<file path="config.mk">
export PLATFORM = sky130hd
export DESIGN_NAME = data_mem_ctrl
export DESIGN_NICKNAME = d
export VERILOG_FILES = /design/src/rtl/data_mem_ctrl_pkg.sv /design/src/rtl/data_mem_ctrl_lane.sv /design/src/rtl/data_mem_ctrl.sv
export SDC_FILE = /design/constraint.sdc
export NUM_CORES = 1
export LEC_CHECK = 0
export CORE_MARGIN = 3
export CORE_UTILIZATION = 52
export CTS_BUF_LIST = sky130_fd_sc_hd__clkbuf_4 sky130_fd_sc_hd__clkbuf_8
export DETAILED_ROUTE_END_ITERATION = 7
export PLACE_DENSITY = 0.94
export REMOVE_ABC_BUFFERS = 1
export SLEW_MARGIN = 20
export SYNTH_ARGS = -nofsm -noshare
export SYNTH_HDL_FRONTEND = slang
export SYNTH_HIERARCHICAL = 1
export SYNTH_SLANG_ARGS = --single-unit
</file>
<file path="constraint.sdc">
create_clock -name clk -period 5.1 [get_ports clk]
set_input_delay 0.51 -clock clk [delete_from_list [all_inputs] [get_ports clk]]
set_output_delay 0.51 -clock clk [all_outputs]
set_load 0.01 [all_outputs]
</file>
<file path="src/rtl/data_mem_ctrl_pkg.sv">
// rtl/data_mem_ctrl_pkg.sv - shared size encodings, FSM states and lane helper for data_mem_ctrl
package data_mem_ctrl_pkg;

    localparam logic [1:0] SZ_WORD = 2'b00;
    localparam logic [1:0] SZ_BYTE = 2'b01;
    localparam logic [1:0] SZ_HALF = 2'b10;

    typedef enum logic [2:0] {
        IDLE  = 3'd0,
        RD    = 3'd1,
        WAITD = 3'd2,
        WR    = 3'd3,
        DONE  = 3'd4
    } state_e;

    // Bit offset of the addressed lane inside the 32-bit word (little-endian).
    function automatic logic [4:0] lane_shift(input logic [1:0] size, input logic [1:0] off);
        case (size)
            SZ_BYTE: lane_shift = {off, 3'b000};
            SZ_HALF: lane_shift = {off[1], 4'b0000};
            default: lane_shift = 5'd0;
        endcase
    endfunction

endpackage

</file>
<file path="src/rtl/data_mem_ctrl_lane.sv">
// rtl/data_mem_ctrl_lane.sv - combinational lane extract/extend, store merge and alignment check
module mem_lane_unit
    import data_mem_ctrl_pkg::*;
(
    input  logic [1:0]  size_i,
    input  logic        signed_i,
    input  logic [1:0]  off_i,
    input  logic [31:0] word_i,
    input  logic [31:0] wdata_i,
    output logic [31:0] load_o,
    output logic [31:0] merge_o,
    output logic        align_err_o
);

    logic [4:0]  shift;
    logic [31:0] sh;
    logic [31:0] mask;

    assign shift = lane_shift(size_i, off_i);
    assign sh    = word_i >> shift;

    always_comb begin
        load_o = sh;
        mask   = 32'hFFFF_FFFF;
        case (size_i)
            SZ_BYTE: begin
                load_o = {{24{signed_i & sh[7]}}, sh[7:0]};
                mask   = 32'h0000_00FF;
            end
            SZ_HALF: begin
                load_o = {{16{signed_i & sh[15]}}, sh[15:0]};
                mask   = 32'h0000_FFFF;
            end
            default: ;
        endcase
    end

    assign merge_o = (word_i & ~(mask << shift)) | ((wdata_i << shift) & (mask << shift));

    assign align_err_o = (size_i == 2'b11)
                       || ((size_i == SZ_HALF) && off_i[0])
                       || ((size_i == SZ_WORD) && (off_i != 2'b00));

endmodule

</file>
<file path="src/rtl/data_mem_ctrl.sv">
// rtl/data_mem_ctrl.sv - MEM-stage load/store sequencer; DATA_MEM_CTRL_DEBUG_PORT_EN adds a debug read port
module data_mem_ctrl
    import data_mem_ctrl_pkg::*;
#(
    parameter int ADDR_W = 5
) (
    input  logic              clk,
    input  logic              rst_n,
    input  logic              req_valid,
    input  logic              req_write,
    input  logic [1:0]        req_size,
    input  logic              req_signed,
    input  logic [31:0]       req_addr,
    input  logic [31:0]       req_wdata,
    output logic              stall,
    output logic              ack,
    output logic [31:0]       rdata,
    output logic              err,
    output logic [ADDR_W-1:0] mem_addr,
    output logic              mem_re,
    output logic              mem_we,
    output logic [31:0]       mem_wdata,
    input  logic [31:0]       mem_rdata
`ifdef DATA_MEM_CTRL_DEBUG_PORT_EN
    ,
    input  logic              dbg_req,
    input  logic [ADDR_W-1:0] dbg_addr,
    output logic [31:0]       dbg_rdata,
    output logic              dbg_ack
`endif
);

    state_e      state_q;
    logic        write_q, signed_q;
    logic [1:0]  size_q, off_q;
    logic [31:0] wdata_q;

    logic        ack_q, err_q, mem_re_q, mem_we_q;
    logic [31:0] rdata_q, mem_wdata_q;
    logic [ADDR_W-1:0] mem_addr_q;

    logic        idle, grant_pipe, serving_dbg;
    logic        range_err, align_err, req_err;
    logic [1:0]  lane_size, lane_off;
    logic        lane_signed;
    logic [31:0] load_word, merge_word;

    assign idle = (state_q == IDLE);

`ifdef DATA_MEM_CTRL_DEBUG_PORT_EN
    logic        last_grant_q;  // 1 = debug was granted last
    logic        is_dbg_q, dbg_ack_q, grant_dbg;
    logic [31:0] dbg_rdata_q;

    assign grant_dbg   = dbg_req && (!req_valid || !last_grant_q);
    assign grant_pipe  = req_valid && !grant_dbg;
    assign serving_dbg = is_dbg_q;
    assign dbg_rdata   = dbg_rdata_q;
    assign dbg_ack     = dbg_ack_q;
`else
    assign grant_pipe  = req_valid;
    assign serving_dbg = 1'b0;
`endif

    // Lane unit sees the live request while deciding in IDLE, the latched one afterwards.
    assign lane_size   = idle ? req_size     : size_q;
    assign lane_off    = idle ? req_addr[1:0] : off_q;
    assign lane_signed = idle ? req_signed   : signed_q;

    mem_lane_unit u_lane (
        .size_i      (lane_size),
        .signed_i    (lane_signed),
        .off_i       (lane_off),
        .word_i      (mem_rdata),
        .wdata_i     (wdata_q),
        .load_o      (load_word),
        .merge_o     (merge_word),
        .align_err_o (align_err)
    );

    assign range_err = |(req_addr >> (ADDR_W + 2));
    assign req_err   = align_err || range_err;

    assign stall = serving_dbg ? req_valid
                 : ((idle && req_valid) || (state_q == RD) || (state_q == WAITD) || (state_q == WR));

    assign ack       = ack_q;
    assign err       = err_q;
    assign rdata     = rdata_q;
    assign mem_re    = mem_re_q;
    assign mem_we    = mem_we_q;
    assign mem_addr  = mem_addr_q;
    assign mem_wdata = mem_wdata_q;

    always_ff @(posedge clk or negedge rst_n) begin
        if (!rst_n) begin
            state_q     <= IDLE;
            write_q     <= 1'b0;
            signed_q    <= 1'b0;
            size_q      <= SZ_WORD;
            off_q       <= 2'b00;
            wdata_q     <= 32'd0;
            ack_q       <= 1'b0;
            err_q       <= 1'b0;
            rdata_q     <= 32'd0;
            mem_re_q    <= 1'b0;
            mem_we_q    <= 1'b0;
            mem_addr_q  <= '0;
            mem_wdata_q <= 32'd0;
`ifdef DATA_MEM_CTRL_DEBUG_PORT_EN
            last_grant_q <= 1'b1;
            is_dbg_q     <= 1'b0;
            dbg_ack_q    <= 1'b0;
            dbg_rdata_q  <= 32'd0;
`endif
        end else begin
            case (state_q)
                IDLE: begin
                    if (grant_pipe) begin
                        write_q  <= req_write;
                        signed_q <= req_signed;
                        size_q   <= req_size;
                        off_q    <= req_addr[1:0];
                        wdata_q  <= req_wdata;
`ifdef DATA_MEM_CTRL_DEBUG_PORT_EN
                        last_grant_q <= 1'b0;
`endif
                        if (req_err) begin
                            state_q <= DONE;
                            ack_q   <= 1'b1;
                            err_q   <= 1'b1;
                            rdata_q <= 32'd0;
                        end else if (req_write && (req_size == SZ_WORD)) begin
                            state_q     <= WR;
                            mem_we_q    <= 1'b1;
                            mem_addr_q  <= req_addr[ADDR_W+1:2];
                            mem_wdata_q <= req_wdata;
                        end else begin
                            state_q    <= RD;
                            mem_re_q   <= 1'b1;
                            mem_addr_q <= req_addr[ADDR_W+1:2];
                        end
                    end
`ifdef DATA_MEM_CTRL_DEBUG_PORT_EN
                    else if (grant_dbg) begin
                        last_grant_q <= 1'b1;
                        is_dbg_q     <= 1'b1;
                        state_q      <= RD;
                        mem_re_q     <= 1'b1;
                        mem_addr_q   <= dbg_addr;
                    end
`endif
                end
                RD: begin
                    mem_re_q <= 1'b0;
                    state_q  <= WAITD;
                end
                WAITD: begin
`ifdef DATA_MEM_CTRL_DEBUG_PORT_EN
                    if (is_dbg_q) begin
                        dbg_rdata_q <= mem_rdata;
                        dbg_ack_q   <= 1'b1;
                        state_q     <= DONE;
                    end else
`endif
                    if (!write_q) begin
                        rdata_q <= load_word;
                        ack_q   <= 1'b1;
                        state_q <= DONE;
                    end else begin
                        mem_we_q    <= 1'b1;
                        mem_wdata_q <= merge_word;
                        state_q     <= WR;
                    end
                end
                WR: begin
                    mem_we_q <= 1'b0;
                    ack_q    <= 1'b1;
                    state_q  <= DONE;
                end
                DONE: begin
                    ack_q   <= 1'b0;
                    err_q   <= 1'b0;
                    state_q <= IDLE;
`ifdef DATA_MEM_CTRL_DEBUG_PORT_EN
                    dbg_ack_q <= 1'b0;
                    is_dbg_q  <= 1'b0;
`endif
                end
                default: state_q <= IDLE;
            endcase
        end
    end

endmodule

</file>
---- Yosys cells after proc, flatten, opt, wreduce, memory -nomap -nowiden ----
Cells that the tools add are included.
word-level totals
  logic and storage cells ................. 99
  output and inout bits ................... 74
  bits in registers ....................... 114
cells by class
  reduce and logical (&&, ||, !) cells .... 28
  bitwise operators ....................... 7
  muxes and demuxes ....................... 34
  eq/ne operators ......................... 14
  shifts and indexed selects .............. 3
operators with widths
  operator                                                count
  case mux 32 bit (2 select lines)                        4
  2-to-1 mux 32 bit                                       7
  AND 32 bit                                              2
  << shifter 32 x 5 -> 32 bit                             2
  inverter 32 bit                                         1
  bitwise OR 32 bit                                       1
  right shift 32 x 5 -> 32 bit                            1
  OR reduction 25 bit                                     1
  case mux 3 bit (4 select lines)                         1
  AND reduction 4 bit                                     3
  2-to-1 mux 1 bit                                        11
  inequality test 2 bit (second input constant)           5
  case mux 5 bit (2 select lines)                         1
  AND reduction 5 bit                                     2
  2-to-1 mux 3 bit                                        3
  nonzero test 2 bit                                      4
  equality test 3 x 2 -> 1 bit (second input constant)    2
  logical OR 1 bit                                        6
  2-to-1 mux 2 bit                                        3
  AND reduction 3 bit                                     2
  equality test 2 bit (second input constant)             2
  logical AND 1 bit                                       4
  zero test 2 bit                                         2
  inequality test 2 x 1 -> 1 bit (second input constant)  2
  12 further kinds                                        14

---- Longest topological paths before layout ----
Gate-level depths: netlist of run 1.
  word-level depth ........................ 10
  depth in mapped cells ................... 17

---- Hierarchy ----
The synthesis of run 1 kept the hierarchy.
by module, submodules not included
  module         cells each  seq. area each (µm²)  area an instance (µm²)  times used
  data_mem_ctrl  567         2852.7                5494.0                  1
  mem_lane_unit  233         0.0                   1674.1                  1

---- Worst setup path before layout of run 1 ----
Ideal clock, no wire load.
  path kind ............................... register to register
  from .................................... register state_q[2]
  to ...................................... register mem_wdata_q[30] (netlist: mem_wdata[30])
  path buffers ............................ 6
  data required time ...................... 4.959 ns
  slack ................................... 1.358 ns
  arrival ................................. 3.601 ns
  cell stages (with the launch flop) ...... 16
  library setup time ...................... 0.141 ns
  cells stage by stage .................... dfrtp_1 clkbuf_1 nor3_1 clkbuf_1 clkbuf_1 mux2_1 inv_1 ha_1 buf_2 o211ai_1 buf_4 buf_6 mux4_2 mux2_2 a222oi_1 mux2i_1
on the way
  longest elaborated chain between the ends .. 10
  elaborated cells between the ends (all ways) .. 30
  those cells by class .................... eq/ne (8); shift (2); mux (6); bitwise (4); reduce/logical (10)
RTL lines
  what                                                                                 RTL line                                           text
  start: declaration                                                                   data_mem_ctrl.sv:33                                state_e state_q;
  start signal: assignment                                                             data_mem_ctrl.sv:97                                state_q <= IDLE;
  start signal: assignment                                                             data_mem_ctrl.sv:129                               state_q <= DONE;
  start signal: assignment                                                             data_mem_ctrl.sv:134                               state_q <= WR;
  zero test 3 bit *                                                                    data_mem_ctrl.sv:48                                assign idle = (state_q == IDLE);
  2-to-1 mux 2 bit *                                                                   data_mem_ctrl.sv:66                                assign lane_size = idle ? req_size : size_q;
  named net lane_size[0]                                                               data_mem_ctrl.sv:44                                logic [1:0] lane_size, lane_off;
  equality test 2 bit or equality test 2 x 1 -> 1 bit (tied branches)                  data_mem_ctrl_pkg.sv:18, data_mem_ctrl_lane.sv:25
  case mux 32 bit (2 select lines) or case mux 5 bit (2 select lines) (tied branches)  data_mem_ctrl_lane.sv:25, data_mem_ctrl_pkg.sv:18
  << shifter 32 x 5 -> 32 bit                                                          data_mem_ctrl_lane.sv:38                           assign merge_o = (word_i & ~(mask << shift)) | ((wdata_i << shift) & (mask << shift));
  inverter 32 bit                                                                      data_mem_ctrl_lane.sv:38
  AND 32 bit                                                                           data_mem_ctrl_lane.sv:38
  bitwise OR 32 bit *                                                                  data_mem_ctrl_lane.sv:38
  named net merge_word[30]                                                             data_mem_ctrl.sv:46                                logic [31:0] load_word, merge_word;
  2-to-1 mux 32 bit *                                                                  data_mem_ctrl.sv:166                               if (!write_q) begin
  case mux 32 bit (2 select lines) *                                                   data_mem_ctrl.sv:117                               case (state_q)
  end signal: assignment                                                               data_mem_ctrl.sv:137                               mem_wdata_q <= req_wdata;
  end signal: assignment                                                               data_mem_ctrl.sv:172                               mem_wdata_q <= merge_word;
  end: declaration                                                                     data_mem_ctrl.sv:39                                logic [31:0] rdata_q, mem_wdata_q;
Mark *: on every way through the listed nets, which the timed path passes. The rest lies on a longest branch. The select of a mux whose other input is x is not followed.
A chain may end at the register's enable or synchronous reset.

---- Worst setup path in the final report of run 1 ----
  from .................................... register state_q[1]
  to ...................................... register mem_wdata_q[26] (netlist: mem_wdata[26])
Same word-level chain as after synthesis.

==> results of run 1 <==
-- layout make-up --
class                           instances  area share [%]
Multi-Input combinational cell        605           42.48
Sequential cell                       114           30.54
Timing Repair Buffer                  187           19.85
Clock buffer                           25           3.483
Tap cell                              176           2.358
Clock inverter                          5          0.8038
Inverter                               12          0.4823
-- metal layers --
metal / track usage (%) / vias up
met5: 0 / -
met4: 15.50 / 0
met3: 8.234 / 110
met2: 48.96 / 566
met1: 40.59 / 3471
li1: - / 3187
-- worst max path at each step --
stage                                      start                   endpoint  cells past startpoint
after floorplan           state_q[1]$_DFFE_PN0N_   mem_wdata[0]$_DFFE_PN0P_                      8
after global placement    state_q[1]$_DFFE_PN0N_  mem_wdata[25]$_DFFE_PN0P_                     10
after detailed placement  state_q[1]$_DFFE_PN0N_         mem_we$_DFFE_PN0P_                      9
after CTS                 state_q[1]$_DFFE_PN0N_  mem_wdata[26]$_DFFE_PN0P_                     10
after global routing      state_q[1]$_DFFE_PN0N_  mem_wdata[26]$_DFFE_PN0P_                     10
final                     state_q[1]$_DFFE_PN0N_  mem_wdata[26]$_DFFE_PN0P_                     10
-- through the flow --
stage	util (%)	instances	hold slack (ps)	setup WS [ps]	instance area (um^2)
after CTS	69.94	1124	218.8	896.9	9335
final	69.98	1124	189.0	744.1	9340
after floorplan	-	731	214.4	-1632	6834
after global placement	66.94	1094	451.7	1100	8935
after detailed placement	66.94	1094	459.8	1004	8935
after global routing	69.98	1124	248.5	601.0	9340
-- worst max-delay path: stages (launching register included) --
cell and delay [ps]:
dfrtp_1 560, or3_1 490, mux2_1 390, inv_1 100, ha_1 430, nand2_2 510, a21bo_2 360, nand2_1 360
mux2_2 420, a221oi_1 430, mux2i_1 140
-- power groups by stage --
stage / logic [mW] / registers, mW / clock network [mW]
2_1_floorplan: 0.454 / 1.08 / 0
3_3_place_gp: 0.781 / 1.08 / 0
3_5_place_dp: 0.812 / 1.09 / 0
4_1_cts: 0.821 / 1.07 / 0.875
5_1_grt: 0.897 / 1.08 / 0.918
6_report: 0.841 / 1.08 / 0.875
-- state kept, by name (all words and copies together), names as in the netlist --
name,cells
mem_wdata,32
rdata,32
wdata_q,32
mem_addr,5
state_q,3
off_q,2
size_q,2
ack,1
err,1
mem_re,1
mem_we,1
signed_q,1
write_q,1
-- kinds of logic after synthesis --
logic type      Yosys count  share of synthesized area (%)
simple gates            320                          20.27
flops                   114                          39.80
compound gates          191                          19.24
mux                      90                          14.71
buf+inv                  81                          5.289
fa+ha+maj                 4                         0.6982
-- placed cells by master (no fill, tap or decap), types with 5 or more instances in the layout --
cell / n
a222oi_1: 32
mux2_1: 10
dfrtp_1: 114
mux2i_1: 48
nand2_1: 223
o21ai_0: 31
and2_1: 32
nor2_1: 7
mux2_2: 23
mux4_2: 9
o22ai_1: 8
nand2b_1: 5
clkdlybuf4s50_1: 175
a21oi_1: 17
o21ai_1: 32
o211ai_1: 9
a32oi_1: 8
inv_1: 12
and3_1: 5
a22oi_1: 7
buf_4: 11
clkbuf_8: 22
a221oi_1: 32
nand3_1: 17
==> metrics.cfg, run 1 <==
[logic_synthesis]
synth_largest_area_cell = dfrtp_1
syn_area_um2 = 7168
yosysMostFrequentCell = nand2_1
ys.flop_type = dfrtp_1
synth_edf_count = 0
synth_area_leaders = dfrtp_1 (40%), nand2_1 (12%), mux2i_1 (6.7%), a222oi_1 (4.5%), a221oi_1 (3.9%)
synth_seq_cells = 114
synthTopCellsByCount = nand2_1 (223), dfrtp_1 (114), mux2i_1 (48), clkbuf_1 (45)
yosysSeqAreaShare_pct = 39.80
syn_inst = 800
synth-async-reset-ratio_pct = 100.0
yosysUniqueCellTypes = 53
yosysTopAreaCellShare_pct = 39.80
postSynthAreaPerCell_um2 = 8.960
ys_warn_count = 6

[drt]
routed_via_density = 6.525
drc = 1
post_drt_wl_per_cell_um = 21.12
top_layer = met4
met2_length_mm = 11.26
ant_nets = 0
drt-met1-wl_mm = 8.667
drtPass1Iterations = 8
met3_length_mm = 2.768
wirelength_mm = 23.74
vias = 7334
drt_iter0_drc = 1248

[floorplanning]
die_w_um = 123.4
initial_core_util_pct = 53.70
coreArea_um2 = 13350
rows = 42
dieArea_um2 = 15230
die_y_um = 123.4
io_pins = 177

[timing]
rsz0062_at_grt = false
fin_skew_ps = 9.019
finalSetupViolations = 0
max_freq_mhz = 229.6
finalSetupTns_ps = 0
worst_pin_slew_ps = 1036
hold_viol = 0
relSlewSlack_pct = 30.97
timing.final.crit_period_ps = 4356
drv_slew = 0
post-route-period-util_pct = 85.41

[power_and_ir_drop]
comb_power_share_pct = 30.1
p_sw_uw = 899.3
intPower_mw = 1.893
seqPwrFrac_pct = 38.5
power.density_nw_per_um2 = 299.0
cellLeakagePower_nw = 4.125
swShare_pct = 32.20
finalPower_mw = 2.793
clkPwrFrac_pct = 31.3
peakVddDrop_uv = 153.6

[layout]
areaGrowthSynthToFinish_pct = 30.30
multi_input_area_um2 = 3968
fillCellCount = 973
num-nets-final = 1044
layout-drive-gt1-share_pct = 9.810
seqCellArea_um2 = 2853
n_antenna_cell = 0

[grt]
track_usage_pct = 31.40
antenna_found_initial = 0
grt_pass1_vias = 7090
grt_pass1_wl_mm = 37.10
grt_max_degree = 71
grt-ovfl-total = 0

[clock_tree]
cts.htree.levels = 4
numCtsBuffers = 17
clk_path_buf_depth = 2
clock_sinks = 114
cts-root-buf = clkbuf_8
post_cts_resized = 0
clk_pin_slew_worst_paths_ps = 70
post_cts_buffers = 0
ctsHoldBuffers = 0
clkLatencyLatePin_ps = 450
cts_tree = built

[flow_run]
max_cap_violations = 0

[worst_setup_path]
critPathKind = reg2reg
cp_data_required_time_ps = 5390
rr_worst_depth = 10
crit_fanout = 28
cp-start-kind = register
crit_arrival_ps = 4650
r2r_slack_ps = 740
rr_endpoint = mem_wdata[26]$_DFFE_PN0P_
r2r-start = state_q[1]$_DFFE_PN0N_
crit_path_end_kind = register

[run_status]
status = complete, but fails checks
violations = design-rule violations

[worst_hold_path]
hold_path_class = in2async

[place]
gp_congestion = 0.9290
port_buffers = 176
hpwl_mm = 15.76

Power figures use the tool's default switching activity.
==> run 2, diff against run 1 <==
--- a/config.mk
+++ b/config.mk
@@ -5,12 +5,14 @@
 export SDC_FILE = /design/constraint.sdc
 export NUM_CORES = 1
 export LEC_CHECK = 0
+export CAP_MARGIN = 20
 export CORE_MARGIN = 3
 export CORE_UTILIZATION = 52
 export CTS_BUF_LIST = sky130_fd_sc_hd__clkbuf_4 sky130_fd_sc_hd__clkbuf_8
 export DETAILED_ROUTE_END_ITERATION = 7
 export PLACE_DENSITY = 0.94
 export REMOVE_ABC_BUFFERS = 1
+export SKIP_CTS_REPAIR_TIMING = 1
 export SLEW_MARGIN = 20
 export SYNTH_ARGS = -nofsm -noshare
 export SYNTH_HDL_FRONTEND = slang
==> results of run 2 <==
Same layout as run 1: the final DEF is identical, and so are final timing and power.
